==> src/rtl/ind_led_if.sv <==
// Command bus into the LED indicator: a 4-bit command code qualified by cs/wr,
// with rd present only so that a read cycle can block a write.
interface ind_led_if;
  logic [3:0] addr;
  logic       cs;
  logic       rd;
  logic       wr;

  modport master (output addr, cs, rd, wr);
  modport slave  (input  addr, cs, rd, wr);
endinterface

==> src/rtl/ind_led.sv <==
// Two-LED status indicator: bus command codes set each LED to OFF, ON or BLINK;
// both blinking LEDs share one free-running half-period counter and phase.
module ind_led #(
  parameter int BLINK_HALF = 25_000_000,
  parameter int CNT_W      = 26,
  parameter bit LED_POL    = 1'b1
) (
  input  logic       clk,
  input  logic       rst,
  ind_led_if.slave   bus,
  output logic       led1,
  output logic       led2
);
  typedef enum logic [1:0] {OFF = 2'd0, ON = 2'd1, BLINK = 2'd2} mode_e;

  localparam logic [CNT_W-1:0] LAST = CNT_W'(BLINK_HALF - 1);

  mode_e            mode     [2];
  mode_e            mode_nxt [2];
  logic [CNT_W-1:0] cnt;
  logic             phase;
  logic             phase_nxt;
  logic             wrap;
  logic             strobe;
  logic [1:0]       lit;
  logic [1:0]       led_q;

  assign strobe    = bus.cs & bus.wr & ~bus.rd;
  assign wrap      = (cnt == LAST);
  assign phase_nxt = phase ^ wrap;

  // Index 0 is led1, index 1 is led2.
  always_comb begin
    mode_nxt[0] = mode[0];
    mode_nxt[1] = mode[1];
    if (strobe) begin
      case (bus.addr)
        4'h0: begin mode_nxt[0] = OFF;   mode_nxt[1] = OFF;   end
        4'h1: mode_nxt[0] = ON;
        4'h2: mode_nxt[0] = BLINK;
        4'h3: mode_nxt[0] = OFF;
        4'h4: mode_nxt[1] = ON;
        4'h5: mode_nxt[1] = BLINK;
        4'h6: mode_nxt[1] = OFF;
        4'h8: begin mode_nxt[0] = ON;    mode_nxt[1] = ON;    end
        4'h9: begin mode_nxt[0] = BLINK; mode_nxt[1] = BLINK; end
        default: ;
      endcase
    end
  end

  // Outputs are built from next-state mode and phase so a command shows up
  // on the same edge that samples it.
  generate
    for (genvar i = 0; i < 2; i++) begin : g_lit
      assign lit[i] = (mode_nxt[i] == ON) | ((mode_nxt[i] == BLINK) & phase_nxt);
    end
  endgenerate

  always_ff @(posedge clk) begin
    if (!rst) begin
      mode[0] <= OFF;
      mode[1] <= OFF;
      cnt     <= '0;
      phase   <= 1'b0;
      led_q   <= {2{~LED_POL}};
    end else begin
      mode[0] <= mode_nxt[0];
      mode[1] <= mode_nxt[1];
      cnt     <= wrap ? '0 : cnt + 1'b1;
      phase   <= phase_nxt;
      led_q   <= lit ^ {2{~LED_POL}};
    end
  end

  assign led1 = led_q[0];
  assign led2 = led_q[1];
endmodule

==> src/flat_wrapper.sv <==
// flat-port wrapper written by rule: the top's interface ports become plain ports
module ind_led_flat 
#(
  parameter int BLINK_HALF = 25_000_000,
  parameter int CNT_W      = 26,
  parameter bit LED_POL    = 1'b1
)
  (clk, rst, led1, led2, bus_addr, bus_cs, bus_rd, bus_wr);
  ind_led_if bus_i ();
  input  logic clk;
  input  logic rst;
  output logic led1;
  output logic led2;
  input wire logic [$bits(bus_i.addr)-1:0] bus_addr;
  input wire logic [$bits(bus_i.cs)-1:0] bus_cs;
  input wire logic [$bits(bus_i.rd)-1:0] bus_rd;
  input wire logic [$bits(bus_i.wr)-1:0] bus_wr;
  assign bus_i.addr = bus_addr;
  assign bus_i.cs = bus_cs;
  assign bus_i.rd = bus_rd;
  assign bus_i.wr = bus_wr;
  ind_led #(.BLINK_HALF(BLINK_HALF), .CNT_W(CNT_W), .LED_POL(LED_POL)) u_core (.clk(clk), .rst(rst), .bus(bus_i), .led1(led1), .led2(led2));
endmodule
==> config.mk <==
export PLATFORM = sky130hd
export DESIGN_NAME = ind_led_flat
export DESIGN_NICKNAME = d
export VERILOG_FILES = /design/src/rtl/ind_led_if.sv /design/src/rtl/ind_led.sv /design/src/flat_wrapper.sv
export SDC_FILE = /design/constraint.sdc
export NUM_CORES = 1
export LEC_CHECK = 0
export CAP_MARGIN = 20
export CORE_MARGIN = 3
export CORE_UTILIZATION = 35
export CTS_CLUSTER_SIZE = 28
export DETAILED_ROUTE_END_ITERATION = 8
export GPL_TIMING_DRIVEN = 0
export SETUP_SLACK_MARGIN = 0.2
export SYNTH_ARGS = -nofsm -noshare
export SYNTH_HDL_FRONTEND = slang
export SYNTH_SLANG_ARGS = --single-unit
==> constraint.sdc <==
create_clock -name clk -period 2.35 [get_ports clk]
set_input_delay 0.47 -clock clk [delete_from_list [all_inputs] [get_ports clk]]
set_output_delay 0.47 -clock clk [all_outputs]
set_load 0.005 [all_outputs]
==> metrics.md, run 1 <==
| Metric | Value |
|---|---|
| Outcome | `completed` |
| Share of power burned in registers | `0.480` |
| Slew Viols, Final | `0` |
| Finished Core Util | `0.429` |
| GP Congestion | `0.770` |
| Hold path cells | `2` |
| M2 GR Usage | `0.166` |
| Register bit total from synthesis | `33` |
| CTS Hold Bufs | `0` |
| Asr flop ratio synth | `0` |
| Placed Instance Area | `1790 um2` |
| Initial drt markers | `120` |
| Reg2reg start | `u_core.cnt[0]$_SDFF_PP0_` |
| Switching share of power | `0.210` |
| Minimum clock period | `1940 ps` |
| Clock Path Buffers | `2` |
| Area of the multi-input gates | `911 um2` |
| Synth Net Count | `195` |
| DP Wirelength | `2060 um` |
| Die ar. | `5550 um2` |
| CTS sink cnt | `33` |
| RSZ-0062 raised after global routing | `false` |
| Largest net degree at the start of global routing | `12` |
| Slew margin rel. | `0.632` |
| Hold Fails Final Rpt | `0` |
| Syn Std Cell Area | `1640 um2` |
| Worst Setup SP | `bus_addr[2]` |
| WL final | `2880 um` |
| Clock Skews | `8.05 ps` |
| Setup Total Neg Slack | `0 ps` |
| Gr ovfl total | `0` |
| FP Rows | `24` |
| Most Crowded Layer GR | `met2` |
| Met1 Use GR | `0.162` |
| HP Class | `reg2reg` |
| Max IR drop VDD | `0.212 mV` |
| GRT met3 Usage | `0.0324` |
| Max-Cap Viols | `0` |
| Share of the synthesized area in the top cell type | `0.402` |
| Critical path arrival | `2150 ps` |
| Initial Util | `0.370` |
| Die Y | `74.5 um` |
| Synth cell count leaders | `dfxtp_1, nor2_1, nand2_1, xnor2_1, xor2_1` |
| Worst-Skew Late Latency | `290 ps` |
| Core Area | `4440 um2` |
| Place WS | `133 ps` |
| Horiz. Die Dim | `74.5 um` |
| Most used DFF post-synth | `dfxtp_1` |
| Synth top area cells | `dfxtp_1, xnor2_1, nor2_1` |
| Critical Path Fanout Max | `5` |
| Yosys cell types | `41` |
| Clk slew on worst S/H paths | `70 ps` |
| Static Leak | `0.620 nW` |
| Warnings from Yosys | `0` |
| Final period utilization | `0.824` |
| CP required | `2570 ps` |
| Cts bufs inserted | `5` |
| Setup Fix Bufs, Post-CTS | `0` |
| PwrDens | `625 nW/um2` |
| DRC Markers | `0` |
| Post-DR vias/cell | `4.91` |
| Fill cells | `453` |
| Vias in the first global route | `1,115` |
| Top-count cell post-synth | `dfxtp_1` |
| Area leader, netlist | `dfxtp_1` |
| Setup Viol. Count Final | `0` |
| CP Launch Type | `input pin` |
| Post-CTS sizing | `0` |
| Sequential cell area | `661 um2` |
| Initial antenna violation count | `0` |
| Post-synth EDFFs | `0` |
| Router iterations before antenna repair | `4` |
| Net Sw Power | `0.000251 W` |
| Internal | `0.000942 W` |
| CTS root buf | `clkbuf_8` |
| Min-delay src | `u_core.cnt[19]$_SDFF_PP0_` |
| Sequential area share after synthesis | `0.402` |
| R2r worst-path depth | `7` |
| Post-route cell area | `1910 um2` |
| Area Growth Syn to Fin | `16.1%` |
| H-tree levels | `2` |
| Final #Nets | `210` |
| Ant diodes | `0` |
| CP endpoint kind | `register` |
| Share of cells above drive strength 1 | `0.0995` |
| Gate power share | `0.052` |
| Routed vias | `1,241` |
| First-pass GRT wire length | `4950 um` |
| Crit Path Category | `in2reg` |
| CTS tree | `yes` |
| IO Pins | `11` |
| Mapped Cells | `185` |
| Clock share of power | `0.467` |
| Routed len/inst | `11.4 um` |
| PortBufs | `8` |
| Setup ws final | `414 ps` |
| Total track usage | `0.116` |
| Max Clock Freq | `516 MHz` |
| Post-Syn Area per Cell | `8.88 um2` |
| ANT nets after route | `0` |
| Slew @ Worst Pin | `547 ps` |
## flip-flops by register name, summed over array words and instances (netlist names)
name,count
u_core.cnt,26
u_core.mode,4
u_core.led_q,2
u_core.phase,1
## metal layers
| layer | part of all wire | up-vias | wire length, um |
|---|---|---|---|
| li1 | - | 664 | - |
| met1 | 0.54 | 554 | 1560 |
| met2 | 0.42 | 17 | 1210 |
| met3 | 0.029 | 6 | 85 |
| met4 | 0.0083 | 0 | 24 |
| met5 | 0 | - | 0 |
## through the flow
stage / hold WS, ps / cells / power (W)
after global placement: 496 / 245 / 0.000648
after CTS: 523 / 253 / 0.00121
after floorplan: 476 / 185 / 0.000625
after detailed placement: 503 / 245 / 0.000648
after global routing: 545 / 253 / 0.00124
final: 520 / 253 / 0.00119
## cell usage in the layout, fill, tap and decap left out, drive strengths merged
cell type and n:
dfxtp 33, nor2 31, nand2 16, xnor2 15, nand3 13, xor2 12
clkbuf 10, nor3 8, clkdlybuf4s50 8, nor4 8, nand4 5, and2 4
inv 4, nand2b 3, nor2b 3, and3 3, buf 3, o22ai 2
a21oi 2, and4 2, nand4bb 1, and4bb 1, a211oi 1, a32oi 1
o2bb2ai 1, or2 1, nand4b 1, o21bai 1, mux2 1, nand3b 1
a211o 1, o32a 1, nor4b 1, ha 1, bufinv 1, clkinvlp 1
## power groups by stage
stage          Sequential, W  Clock, W  Combinational (W)
6_report            0.000573  0.000558          0.0000625
5_1_grt             0.000574  0.000594          0.0000699
4_1_cts             0.000573  0.000576          0.0000633
3_5_place_dp        0.000586         0          0.0000628
3_3_place_gp        0.000586         0          0.0000625
2_1_floorplan       0.000584         0          0.0000411
## worst max-delay path: stages
cell	delay (ps)
clkdlybuf4s50_1	550
mux2_2	370
a211o_1	280
a21oi_1	230
nand3_1	110
o22ai_1	130
## cell type report
| type | count | share of cell area |
|---|---|---|
| inverters | 4 | 0.00787 |
| multi-input cells | 141 | 0.477 |
| clock inverters | 2 | 0.0197 |
| flip-flops and latches | 33 | 0.346 |
| clock buffers | 6 | 0.0433 |
| repair buffers | 8 | 0.0420 |
| plain buffers | 7 | 0.0295 |
| well taps | 52 | 0.0341 |
## cell families after synthesis
kind of cell	synth area share
fa+ha+maj	0.00761
compound gates	0.0449
simple gates	0.351
buf+inv	0.0434
flops	0.402
xor+xnor	0.144
mux	0.00685
## final timing paths
| check | to | slack, ps |
|---|---|---|
| setup / recovery | u_core.led_q[1]$_SDFF_PN0_ | 410 |
| hold / removal | u_core.cnt[19]$_SDFF_PP0_ | 520 |
| setup reg to reg | u_core.cnt[16]$_SDFF_PP0_ | 480 |
| hold reg to reg | u_core.cnt[19]$_SDFF_PP0_ | 520 |
No activity file was read; power rests on OpenSTA's default activity.
==> run 2: changes to the inputs <==
- clock period: 2.35 -> 1.8 ns (I/O delays scaled with it)
==> metrics.md, run 2 (synthesized netlist as in run 1, its figures left out) <==
| Metric | Value |
|---|---|
| Clk slew on worst S/H paths | `60 ps (was 70 ps)` |
| Fill cells | `407 (was 453)` |
| Critical path arrival | `1790 ps (was 2150 ps)` |
| Core Area | `4440 um2 (unchanged)` |
| Max IR drop VDD | `0.258 mV (was 0.212 mV)` |
| CP required | `1970 ps (was 2570 ps)` |
| DP Wirelength | `2150 um (was 2060 um)` |
| Router iterations before antenna repair | `4 (unchanged)` |
| CTS sink cnt | `33 (unchanged)` |
| RSZ-0062 raised after global routing | `true (was false)` |
| IO Pins | `11 (unchanged)` |
| Commonest non-fill, non-tap cells in the layout | `nor2_1, nand2_1, buf_4, xnor2_1, dfxtp_2 (was dfxtp_1, nor2_1, nand2_1, xnor2_1, xor2_1)` |
| DRC Markers | `0 (unchanged)` |
| Setup Viol. Count Final | `0 (unchanged)` |
| Crit-path slowest cell | `nor4_2 (was clkdlybuf4s50_1)` |
| Slew margin rel. | `0.770 (was 0.632)` |
| Slew Viols, Final | `0 (unchanged)` |
| Sum of buffers and inverters on the critical path | `1 (unchanged)` |
| WL final | `3420 um (was 2880 um)` |
| Post-DR vias/cell | `5.11 (was 4.91)` |
| First-pass GRT wire length | `5390 um (was 4950 um)` |
| Routed len/inst | `12.6 um (was 11.4 um)` |
| HP Class | `reg2reg (unchanged)` |
| Initial antenna violation count | `0 (unchanged)` |
| Outcome | `completed (unchanged)` |
| Cts bufs inserted | `5 (unchanged)` |
| Horiz. Die Dim | `74.5 um (unchanged)` |
| Finished Layout Cells | `271 (was 253)` |
| WHS | `438 ps (was 520 ps)` |
| GP Congestion | `0.747 (was 0.770)` |
| Initial drt markers | `51 (was 120)` |
| Die Y | `74.5 um (unchanged)` |
| Ant diodes | `0 (unchanged)` |
| Largest net degree at the start of global routing | `11 (was 12)` |
| Final period utilization | `0.897` |
| Max Clock Freq | `619 MHz` |
| Critical path's top delay family | `simple AND/OR/NAND/NOR gates (was compound AO/OA/AOI/OAI gates)` |
| ANT nets after route | `0 (unchanged)` |
| CTS Hold Bufs | `0 (unchanged)` |
| H-tree levels | `2 (unchanged)` |
| Gr ovfl total | `0 (unchanged)` |
| Routed vias | `1,385 (was 1,241)` |
| Critical Path Fanout Max | `8 (was 5)` |
| Place WS | `-310 ps (was 133 ps)` |
| Static Leak | `0.797 nW (was 0.620 nW)` |
| FP Rows | `24 (unchanged)` |
| Max-Cap Viols | `0 (unchanged)` |
| Clock Path Buffers | `2 (unchanged)` |
| CP Launch Type | `register (was input pin)` |
| Leading cell type in the layout, fill and taps excluded | `nor2_1 (was dfxtp_1)` |
| Largest Register | `u_core.cnt (unchanged)` |
| Max reg flops | `26 (unchanged)` |
| Total track usage | `0.128 (was 0.116)` |
| CP endpoint kind | `register (unchanged)` |
| Share of cells above drive strength 1 | `0.356 (was 0.0995)` |
| Final #Nets | `229 (was 210)` |
| Placed cell count | `245 (unchanged)` |
| Vias in the first global route | `1,195 (was 1,115)` |
| Worst-Skew Late Latency | `280 ps (was 290 ps)` |
| PwrDens | `618 nW/um2 (was 625 nW/um2)` |
| CP cell instances | `and3_4 -> buf_4 -> nand4_4 -> nor4_2 -> xnor2_1 -> nor2_1 (was clkdlybuf4s50_1 -> mux2_2 -> a211o_1 -> a21oi_1 -> nand3_1 -> o22ai_1)` |
| Setup Total Neg Slack | `0 ps (unchanged)` |
| Largest regs | `u_core.cnt x26, u_core.mode x4, u_core.led_q x2 (unchanged)` |
| Placed Instance Area | `1800 um2 (was 1790 um2)` |
| Setup ws final | `185 ps (was 414 ps)` |
| CTS tree | `yes (unchanged)` |
| CTS root buf | `clkbuf_8 (unchanged)` |
| Die ar. | `5550 um2 (unchanged)` |
| Crit Path Category | `reg2reg (was in2reg)` |
| Minimum clock period | `1610 ps` |
| Post-route cell area | `2280 um2 (was 1910 um2)` |
| Max incr delay on CP | `380 ps (was 550 ps)` |
| Initial Util | `0.370 (unchanged)` |
| PortBufs | `8 (unchanged)` |
| Hold Fails Final Rpt | `0 (unchanged)` |
| Area Growth Syn to Fin | `39.1% (was 16.1%)` |
| Slew @ Worst Pin | `342 ps (was 547 ps)` |
| Clock Skews | `3.93 ps (was 8.05 ps)` |
[run 2: changes by cell type in the layout (fill, tap and decap cells not counted), moves of 2 or more]
cell	change
dfxtp_1	-20
buf_4	+16
dfxtp_2	+14
dfxtp_4	+6
nor2_1	-6
nor4_1	-5
clkbuf_16	+3
nor2_2	+3
nor2_4	+3
nor4_4	+3
clkdlybuf4s50_1	-2
dlygate4sd2_1	+2
nor4_2	+2
[run 2: layout make-up]
type                            instances  area [um2]  area share
Inverter                                4        15.0     0.00657
Buffer                                  7        75.1      0.0329
Sequential cell                        33         701       0.307
Tap cell                               52        65.1      0.0285
Timing Repair Buffer                   27         273       0.119
Clock buffer                            7        86.3      0.0378
Multi-Input combinational cell        141        1070       0.468
[run 2: metrics by stage]
| stage | total power [W] | util |
|---|---|---|
| 5_1_grt | 0.00148 | 0.514 |
| 4_1_cts | 0.00141 | 0.450 |
| 6_report | 0.00141 | 0.514 |
| 3_3_place_gp | 0.000850 | 0.405 |
| 2_1_floorplan | 0.000820 | - |
| 3_5_place_dp | 0.000850 | 0.405 |
[run 2: what timing repair did]
item	in CTS	in global routing
gates cloned	0	3
endpoints found under the hold margin	0	0
setup endpoints to repair	29	28
gates resized for setup	24	36
setup buffers	5	11
pin swaps	3	8
[run 2: final timing paths]
check,start,endpoint,slack [ps],cells after the start
worst max-delay path,u_core.cnt[2]$_SDFF_PP0_,u_core.cnt[23]$_SDFF_PP0_,190,6
worst min-delay path,u_core.cnt[0]$_SDFF_PP0_,u_core.cnt[0]$_SDFF_PP0_,440,1
worst max register to register,u_core.cnt[2]$_SDFF_PP0_,u_core.cnt[23]$_SDFF_PP0_,190,6
worst min register to register,u_core.cnt[0]$_SDFF_PP0_,u_core.cnt[0]$_SDFF_PP0_,440,1
[run 2: metal layers]
| metal | global-route usage | wire (um) | vias to the layer above | part of all wire |
|---|---|---|---|---|
| met5 | 0 | 0 | - | 0 |
| met4 | 0.0534 | 106 | 0 | 0.031 |
| met3 | 0.0486 | 98 | 12 | 0.029 |
| met2 | 0.188 | 1520 | 16 | 0.44 |
| met1 | 0.168 | 1700 | 654 | 0.50 |
| li1 | - | - | 703 | - |
[run 2: report_power, final]
part / switching (W) / internal, W
Clock: 0.000243 / 0.000303
Sequential: 0.00000737 / 0.000733
Combinational: 0.0000562 / 0.0000695
==> run 3: changes to the inputs <==
- PLACE_DENSITY_LB_ADDON: not set -> 0.05
- REMOVE_ABC_BUFFERS: not set -> 1
==> metrics.md, run 3 (synthesized netlist as in run 1, its figures left out) <==
| Metric | Value |
|---|---|
| Outcome | `completed (unchanged)` |
| M2 GR Usage | `0.209 (was 0.188)` |
| Largest Register | `u_core.cnt (unchanged)` |
| Horiz. Die Dim | `74.5 um (unchanged)` |
| Ant diodes | `0 (unchanged)` |
| PortBufs | `10 (was 8)` |
| Max-Cap Viols | `0 (unchanged)` |
| Max reg flops | `26 (unchanged)` |
| Largest regs | `u_core.cnt x26, u_core.mode x4, u_core.led_q x2 (unchanged)` |
| Max IR drop VDD | `0.378 mV (was 0.258 mV)` |
| Share of cells above drive strength 1 | `0.333 (was 0.356)` |
| Placed Instance Area | `1750 um2 (was 1800 um2)` |
| WHS | `461 ps (was 438 ps)` |
| Leading cell type in the layout, fill and taps excluded | `nor2_1 (unchanged)` |
| First-pass GRT wire length | `5660 um (was 5390 um)` |
| IO Pins | `11 (unchanged)` |
| Setup Viol. Count Final | `0 (unchanged)` |
| GRT met3 Usage | `0.0365 (was 0.0486)` |
| Clock Skews | `3.86 ps (was 3.93 ps)` |
| Gr ovfl total | `0 (unchanged)` |
| GP Congestion | `0.773 (was 0.747)` |
| Initial drt markers | `35 (was 51)` |
| Initial Util | `0.370 (unchanged)` |
| Critical path arrival | `1750 ps (was 1790 ps)` |
| Clock Path Buffers | `2 (unchanged)` |
| Die Y | `74.5 um (unchanged)` |
| Place WS | `-616 ps (was -310 ps)` |
| Die ar. | `5550 um2 (unchanged)` |
| HP Class | `reg2reg (unchanged)` |
| WL final | `3590 um (was 3420 um)` |
| Most Crowded Layer GR | `met2 (unchanged)` |
| R2r worst-path depth | `6 (unchanged)` |
| Routed len/inst | `14.0 um (was 12.6 um)` |
| H-tree levels | `2 (unchanged)` |
| Crit Path Category | `reg2reg (unchanged)` |
| Area Growth Syn to Fin | `27.6% (was 39.1%)` |
| CTS root buf | `clkbuf_8 (unchanged)` |
| Slew margin rel. | `0.564 (was 0.770)` |
| Hold path cells | `1 (unchanged)` |
| Finished Core Util | `0.472 (was 0.514)` |
| Final period utilization | `0.877 (was 0.897)` |
| Routed vias | `1,318 (was 1,385)` |
| Static Leak | `0.658 nW (was 0.797 nW)` |
| Vias in the first global route | `1,198 (was 1,195)` |
| Post-DR vias/cell | `5.15 (was 5.11)` |
| Fill cells | `438 (was 407)` |
| Met1 Use GR | `0.178 (was 0.168)` |
| DRC Markers | `0 (unchanged)` |
| CP Launch Type | `register (unchanged)` |
| RSZ-0062 raised after global routing | `true (unchanged)` |
| Clk slew on worst S/H paths | `60 ps (about the same)` |
| Critical Path Fanout Max | `7 (was 8)` |
| ANT nets after route | `0 (unchanged)` |
| Initial antenna violation count | `0 (unchanged)` |
| CP required | `1970 ps (about the same)` |
| Router iterations before antenna repair | `4 (unchanged)` |
| Setup ws final | `221 ps (was 185 ps)` |
| CTS sink cnt | `33 (unchanged)` |
| Slew @ Worst Pin | `651 ps (was 342 ps)` |
| Post-route cell area | `2100 um2 (was 2280 um2)` |
| Total track usage | `0.134 (was 0.128)` |
| Max Clock Freq | `633 MHz (was 619 MHz)` |
| Slew Viols, Final | `0 (unchanged)` |
| Hold Fails Final Rpt | `0 (unchanged)` |
| CTS tree | `yes (unchanged)` |
| Power Total | `0.00140 W (was 0.00141 W)` |
| Cts bufs inserted | `5 (unchanged)` |
| PwrDens | `669 nW/um2 (was 618 nW/um2)` |
| FP Rows | `24 (unchanged)` |
| Final #Nets | `214 (was 229)` |
| Largest net degree at the start of global routing | `15 (was 11)` |
| Commonest non-fill, non-tap cells in the layout | `nor2_1, nand2_1, dfxtp_1, xnor2_1, dfxtp_2 (was nor2_1, nand2_1, buf_4, xnor2_1, dfxtp_2)` |
| Core Area | `4440 um2 (unchanged)` |
| CP endpoint kind | `register (unchanged)` |
| Minimum clock period | `1580 ps (was 1610 ps)` |
| Worst-Skew Late Latency | `280 ps (about the same)` |
| DP Wirelength | `2210 um (was 2150 um)` |
[run 3: through the flow]
step | setup TNS (ps) | cells
final | 0 | 256
after CTS | 0 | 251
after floorplan | -2490 | 178
after global routing | 0 | 256
after detailed placement | -15710 | 240
after global placement | -14150 | 240
[run 3: worst paths after layout]
kind,from,to,slack (ps)
hold reg to reg,u_core.cnt[0]$_SDFF_PP0_,u_core.cnt[0]$_SDFF_PP0_,460
setup reg to reg,u_core.cnt[20]$_SDFF_PP0_,u_core.cnt[5]$_SDFF_PP0_,220
hold / removal,u_core.cnt[0]$_SDFF_PP0_,u_core.cnt[0]$_SDFF_PP0_,460
setup / recovery,u_core.cnt[20]$_SDFF_PP0_,u_core.cnt[5]$_SDFF_PP0_,220
[run 3: area by class of cell]
cell class              count  area [um2]  share of cell area
clock buffers               7        86.3              0.0412
multi-input cells         144        1100               0.524
inverters                   4        15.0             0.00716
well taps                  52        65.1              0.0310
repair buffers             16         141              0.0675
flip-flops and latches     33         689               0.329
[run 3: critical path, cell delays in order (launching register included)]
cell,delay [ps]
dfxtp_2,370
and3_4,200
nand4_1,150
nor4_4,290
buf_4,180
nand2b_4,210
nor2_2,60
[run 3: power by group]
part	switching (W)	leakage (nW)	internal [W]
logic	0.0000540	0.338	0.0000476
registers	0.00000946	0.276	0.000737
clock network	0.000250	0.0443	0.000303
[run 3: layer usage]
metal / wire [um] / vias to the layer above
met5: 0 / -
met1: 1760 / 624
li1: - / 672
met2: 1680 / 17
met3: 106 / 5
met4: 34 / 0
[run 3: timing repair]
action                                  in CTS  in global routing
hold endpoints to repair                     0                  0
resized for setup                           18                 41
cloned                                       3                  0
hold buffers                                 0                  0
endpoints found under the setup margin      30                 28
setup buffers                                1                  5
pin swaps                                    3                 23
